## config.mk

```make
export PLATFORM = sky130hd
export DESIGN_NAME = mmio_axi_master
export DESIGN_NICKNAME = d
export VERILOG_FILES = /design/src/rtl/mmio_axi_master.sv
export SDC_FILE = /design/constraint.sdc
export NUM_CORES = 1
export LEC_CHECK = 0
export ABC_AREA = 1
export CAP_MARGIN = 20
export CORE_ASPECT_RATIO = 0.7
export CORE_MARGIN = 2
export CORE_UTILIZATION = 38
export DETAILED_ROUTE_END_ITERATION = 8
export PLACE_DENSITY = 0.87
export SYNTH_ARGS = -nofsm -noshare
export SYNTH_HDL_FRONTEND = slang
export SYNTH_SLANG_ARGS = --single-unit
```

## constraint.sdc

```tcl
create_clock -name clk -period 1.6 [get_ports clk]
set_input_delay 0.16 -clock clk [delete_from_list [all_inputs] [get_ports clk]]
set_output_delay 0.16 -clock clk [all_outputs]
set_load 0.03 [all_outputs]
```

## src/rtl/mmio_axi_master.sv

```systemverilog
// Blocking, single-outstanding LSU-to-MMIO initiator driving the AR/R/AW/W/B channels.
// Define MMIO_AXI_MASTER_TIMEOUT_EN to build the per-transaction watchdog (TIMEOUT_CYCLES).
module mmio_axi_master #(
  parameter int TIMEOUT_CYCLES = 256
) (
  input  logic        clk,
  input  logic        reset,
  input  logic        req_valid,
  output logic        req_ready,
  input  logic        req_wen,
  input  logic [31:0] req_addr,
  input  logic [31:0] req_wdata,
  input  logic [1:0]  req_size,
  input  logic        req_unsigned,
  output logic        rsp_valid,
  output logic [31:0] rsp_rdata,
  output logic        rsp_err,
  output logic [31:0] arAddr,
  output logic [31:0] arWidth,
  output logic        arValid,
  input  logic        arReady,
  input  logic [31:0] rData,
  input  logic        rValid,
  output logic        rReady,
  output logic [31:0] awAddr,
  output logic [1:0]  awPort,
  output logic        awValid,
  input  logic        awReady,
  output logic [31:0] wData,
  output logic [3:0]  wStrb,
  output logic        wValid,
  input  logic        wReady,
  input  logic [1:0]  bResp,
  input  logic        bValid,
  output logic        bReady
);

  typedef enum logic [2:0] {IDLE, RD_ADDR, RD_DATA, WR_REQ, WR_RESP, RESP} state_t;

  state_t      state, state_next;
  logic [31:0] addr_q, wdata_q, rd_ext;
  logic [1:0]  size_q;
  logic [2:0]  width_q, width_d;
  logic        uns_q, aw_done, w_done;
  logic        accept, aw_fire, w_fire, wr_done, timeout;

  assign req_ready = (state == IDLE) && !reset;
  assign accept    = req_valid && req_ready;

  // Valids/readies decode from registered state only, so none depends on its partner.
  assign arValid   = (state == RD_ADDR);
  assign rReady    = (state == RD_DATA);
  assign awValid   = (state == WR_REQ) && !aw_done;
  assign wValid    = (state == WR_REQ) && !w_done;
  assign bReady    = (state == WR_RESP);
  assign rsp_valid = (state == RESP);

  assign arAddr  = addr_q;
  assign awAddr  = addr_q;
  assign awPort  = 2'b00;
  assign arWidth = {29'd0, width_q};
  assign wData   = wdata_q;

  assign aw_fire = awValid && awReady;
  assign w_fire  = wValid && wReady;
  assign wr_done = (aw_done || aw_fire) && (w_done || w_fire);

  always_comb begin
    width_d = 3'd4;
    case (req_size)
      2'b00:   width_d = 3'd1;
      2'b01:   width_d = 3'd2;
      default: width_d = 3'd4;
    endcase
  end

  // Strobes stay LSB-aligned; the slave interprets awAddr itself.
  always_comb begin
    wStrb = 4'b1111;
    case (size_q)
      2'b00:   wStrb = 4'b0001;
      2'b01:   wStrb = 4'b0011;
      default: wStrb = 4'b1111;
    endcase
  end

  always_comb begin
    rd_ext = rData;
    case (size_q)
      2'b00:   rd_ext = uns_q ? {24'd0, rData[7:0]}  : {{24{rData[7]}}, rData[7:0]};
      2'b01:   rd_ext = uns_q ? {16'd0, rData[15:0]} : {{16{rData[15]}}, rData[15:0]};
      default: rd_ext = rData;
    endcase
  end

`ifdef MMIO_AXI_MASTER_TIMEOUT_EN
  localparam int CNT_W = $clog2(TIMEOUT_CYCLES + 1);
  logic [CNT_W-1:0] to_cnt;
  logic             busy;

  assign busy    = state inside {RD_ADDR, RD_DATA, WR_REQ, WR_RESP};
  assign timeout = busy && (to_cnt == CNT_W'(TIMEOUT_CYCLES - 1));

  always_ff @(posedge clk) begin
    if (reset)       to_cnt <= '0;
    else if (accept) to_cnt <= '0;
    else if (busy)   to_cnt <= to_cnt + 1'b1;
  end
`else
  logic unused_timeout_cfg;
  assign unused_timeout_cfg = (TIMEOUT_CYCLES != 0);
  assign timeout = 1'b0;
`endif

  always_ff @(posedge clk) begin
    if (reset) state <= IDLE;
    else       state <= state_next;
  end

  always_comb begin
    state_next = state;
    case (state)
      IDLE: if (accept) begin
        if (req_size == 2'b11) state_next = RESP;
        else if (req_wen)      state_next = WR_REQ;
        else                   state_next = RD_ADDR;
      end
      RD_ADDR: if (arReady) state_next = RD_DATA;
      RD_DATA: if (rValid)  state_next = RESP;
      WR_REQ:  if (wr_done) state_next = WR_RESP;
      WR_RESP: if (bValid)  state_next = RESP;
      RESP:    state_next = IDLE;
      default: state_next = IDLE;
    endcase
    if (timeout) state_next = RESP;
  end

  always_ff @(posedge clk) begin
    if (reset) begin
      addr_q    <= '0;
      wdata_q   <= '0;
      size_q    <= '0;
      width_q   <= '0;
      uns_q     <= 1'b0;
      aw_done   <= 1'b0;
      w_done    <= 1'b0;
      rsp_rdata <= '0;
      rsp_err   <= 1'b0;
    end else begin
      if (accept) begin
        addr_q    <= req_addr;
        wdata_q   <= req_wdata;
        size_q    <= req_size;
        width_q   <= width_d;
        uns_q     <= req_unsigned;
        aw_done   <= 1'b0;
        w_done    <= 1'b0;
        rsp_rdata <= '0;
        rsp_err   <= (req_size == 2'b11);
      end
      if (aw_fire) aw_done <= 1'b1;
      if (w_fire)  w_done  <= 1'b1;
      if (state == RD_DATA && rValid) rsp_rdata <= rd_ext;
      if (state == WR_RESP && bValid) rsp_err   <= (bResp != 2'b00);
      // Watchdog expiry overrides anything captured in the same cycle.
      if (timeout) begin
        rsp_rdata <= '0;
        rsp_err   <= 1'b1;
      end
    end
  end

endmodule

```

* After elaboration in Yosys (flattened, before gate mapping)
Cells that the tools add are included.
** Operators by class
- Equality and inequality tests :: 13
- Multiplexer cells :: 20
- Reductions and logical operators :: 23
** Operators by type and width (number)
- 2-to-1 mux 32 bit :: 4
- one-hot mux 32 bit (2 select lines) :: 1
- 2-to-1 mux 3 bit :: 6
- one-hot mux 3 bit (5 select lines) :: 1
- nonzero test 2 bit :: 5
- logical AND 1 bit :: 9
- inequality test 2 bit (second input constant) :: 4
- one-hot mux 4 bit (2 select lines) :: 1
- == test 3 x 2 -> 1 bit (second input constant) :: 2
- == test 3 bit (second input constant) :: 2
- one-hot mux 3 bit (2 select lines) :: 1
- 2-to-1 mux 1 bit :: 5
- AND reduction 5 bit :: 1
- == test 2 x 1 -> 1 bit (second input constant) :: 2
- zero test 2 bit :: 2
- == test 3 x 1 -> 1 bit (second input constant) :: 1
- zero test 1 bit :: 3
- zero test 3 bit :: 1
- == test 2 bit (second input constant) :: 1
- logical OR 1 bit :: 2
- 2-to-1 mux 2 bit :: 1
- inequality test 2 x 1 -> 1 bit (second input constant) :: 1
** Word-level totals
- Bits in registers :: 108
- Output and inout port bits :: 174
- Logic and storage cells :: 66

* Depth between registers and ports, before layout
- Depth in word-level cells :: 7
- Depth in mapped cells :: 9
- Mapped depth without buffers :: 8

* Worst setup path after synthesis
OpenSTA, ideal clock, no wires.
- Path kind :: register to register
- Start point :: reg state[0]
- End point :: reg state[1]
- Library setup time :: 64 ps
- Arrival time :: 1592 ps
- Path slack :: -56 ps
- Stages on the path, launching flop included :: 7
- Path buffers :: 0
- Period minus slack after synthesis :: 1656 ps
- Path through :: dfxtp_1 inv_1 nor3_1 nor2_1 nand3_1 nand2_1 nor2_1
** RTL lines
- start: declaration :: line 40 : state_t state, state_next;
- start signal: assignment :: line 117 : else state <= state_next;
- == test 3 x 1 -> 1 bit (*)
- named net arValid :: line 20 : output logic arValid,
- inequality test 2 x 1 -> 1 bit (no line)
- AND reduction 5 bit (no line)
The timed path passes the listed nets; every way through them passes the cells marked *.
A chain may end at the register's enable or synchronous reset.

* Worst setup path in the final report
- Start point :: reg rsp_rdata[24]
- End point :: out rsp_rdata[24]
** RTL lines
- start: declaration :: line 16 : output logic [31:0] rsp_rdata,
- start signal: assignment :: line 163 : if (state == RD_DATA && rValid) rsp_rdata <= rd_ext;
No word-level cell between the ends.

==> results.cfg <==
[synth]
netlist_instances = 607
yosysTopAreaCellShare_pct = 44.96
yosysWarnings = 0
synth_area_leaders = dfxtp_1 (45%), nand2_1 (15%), buf_4 (11%)
synth_seq_cells = 108
netlist_area_um2 = 4808
yosysSeqAreaShare_pct = 44.96
synth.distinct_cells = 30
synth_area_per_cell_um2 = 7.922
synth_top_area_cell = dfxtp_1

[floorplanning]
dieArea_um2 = 13580
core_area_um2 = 12380
die_w_um = 138.5
ios = 284
initial_utilization_pct = 38.84
die_h_um = 98.12
num_rows = 34

[worst_hold_path]
min_from = reset
hold_path_depth = 5
hold_path_end = state[1]
min_path_type = primary input to flop

[final_layout]
mostFrequentLayoutCells = clkdlybuf4s50_1 (225), nand2_1 (195), dfxtp_1 (106)
nNetsFinal = 923
design_area_um2 = 7403
instances_no_fill = 980
drive_gt1_share_pct = 12.10
syn_to_final_growth_pct = 53.97
antenna_cells = 0
final_common_cell = clkdlybuf4s50_1

[global_routing]
grt_pass1_wl_mm = 21.56
grt_max_degree = 64
antenna_found_initial = 0
grt_pass1_vias = 4256
grt.total_usage_pct = 19.18
grt_overflow = 0

[timing]
worst_slew_pin_slew_ns = 0.5283
setup_violations = 0
setup_tns_ns = 0
grt_setup_unrepaired = true
clock.fmax_ghz = 0.6405
final_hold_viol_count = 0
slew_violations = 0
hold_ws_ns = 0.3432
min_period_ns = 1.561
clock-skew-final_ns = 0.01052
min_period_over_period_pct = 97.59
relSlewSlack_pct = 64.78

[worst_setup_path]
path_max_fanout = 2
r2r_setup_slack_ns = 0.11
reg2reg_depth = 7
required_ns = 1.44
end_kind = primary output
critPathArrivalTime_ns = 1.40
crit_path_top_delay_cell = clkdlybuf4s50_1
critical_path_class = flop to primary output
cp_num_buf_inv = 1
r2r-end = rsp_rdata[14]
crit_path_start_kind = flop
path_delay_family = buffers and inverters
slowest_delay_ns = 0.70
crit_chain = clkdlybuf4s50_1
cp.depth = 1
r2r-start = state[0]

[pwr]
powerDensity_nw_per_um2 = 1341
total_leakage_power_uw = 0.003288
power_uw = 9929
peakVddDrop_mv = 0.8718

[route]
post_drt_wl_per_cell_um = 13.82
vias_per_cell = 4.632
drtPass1Iterations = 4
drc = 0
drt.antenna.violating_nets = 0
drt-initial-drc-count = 191
vias = 4539
drt-total-wl_mm = 13.54

[flow_run]
cap_viol_max_count = 0

[placed_design]
placed_area_um2 = 7074
io_buffers = 251
dp_hpwl_mm = 10.06
gp_congestion = 0.8225
place_inst = 963

[clock_tree]
cts_tree = done
insertion_delay_ns = 0.33
cts_buffer_depth = 2
clk_pin_slew_ns = 0.07
clock-sinks = 108
hold_buffers = 0
numCtsBuffers = 9
htree_levels = 3
cts_root_buffer = clkbuf_16

[outcome]
status = finished clean
per-layer routing:
metal  vias to the layer above  track usage (%)  share of wire (%)
li1                       2260                -                  -
met1                      2115            24.80                 45
met2                       151            32.56                 48
met3                        13            4.806                5.9
met4                         0            4.317                1.2
met5                         -                0                  0
area by class of cell:
type / count / area, um^2
clock buffer: 11 / 232.7
clock inverter: 5 / 37.54
fill: 1101 / 4976
inverter: 16 / 65.06
multi-input combinational: 413 / 2003
sequential: 108 / 2165
tap: 162 / 202.7
timing repair buffer: 265 / 2698
logic make-up (layout without fill, tap and decap cells):
kind of cell	count (synthesis)	in the layout	synth area share [%]
AND/OR/NAND/NOR	316	316	29.33
buffers and inverters	116	297	16.26
flip-flops	108	108	44.96
AO/OA/AOI/OAI	65	65	9.290
other	2	32	0.1562
through the flow:
| step | worst slack (ns) | util (%) |
|---|---|---|
| after floorplan | 0.1437 | - |
| final | 0.03863 | 59.80 |
| after detailed placement | -0.02200 | 57.15 |
| after global routing | -0.02006 | 59.80 |
| after global placement | 0.08787 | 57.15 |
| after CTS | 0.0001225 | 59.35 |
power breakdown:
group	internal, uW	total [uW]	switching (uW)
registers	3130	3440	306
clock network	1060	2050	990
logic	1740	4430	2700
worst max-delay path by stage:
stage                       start             to
CTS                     arAddr[7]      arAddr[7]
finish              rsp_rdata[24]  rsp_rdata[24]
floorplan                state[1]      arAddr[0]
global route             state[0]      rsp_valid
detailed placement       state[2]  rsp_rdata[14]
global placement         state[2]   rsp_rdata[0]
registers in the layout, summed over array words and instances (netlist names):
register   count
arAddr        32
rsp_rdata     32
wData         32
state          3
width_q        3
size_q         2
aw_done        1
rsp_err        1
uns_q          1
w_done         1
timing repair:
| action | in CTS | in global routing |
|---|---|---|
| pin swaps | 0 | 1 |
| endpoints found under the setup margin | 16 | 22 |
| setup buffers | 0 | 1 |
| resized for setup | 8 | 21 |
cell usage after synthesis:
cell type / instances
nand3b_1: 1
a21oi_2: 20
nand4_1: 1
inv_2: 4
nor3_1: 2
inv_1: 9
o211ai_1: 16
nand3_2: 2
buf_8: 2
nand2_4: 3
clkbuf_1: 5
buf_6: 5
clkinv_1: 2
a21oi_1: 25
nor2_4: 3
buf_1: 7
nand2_2: 20
nand2_1: 195
buf_4: 73
dfxtp_1: 108
or2_2: 1
nor2_1: 16
o21ai_0: 2
conb_1: 2
o21ai_2: 1
inv_4: 1
nand3_1: 71
o21bai_1: 1
buf_2: 8
nor2_8: 1
(Power assumes the default switching activity.)
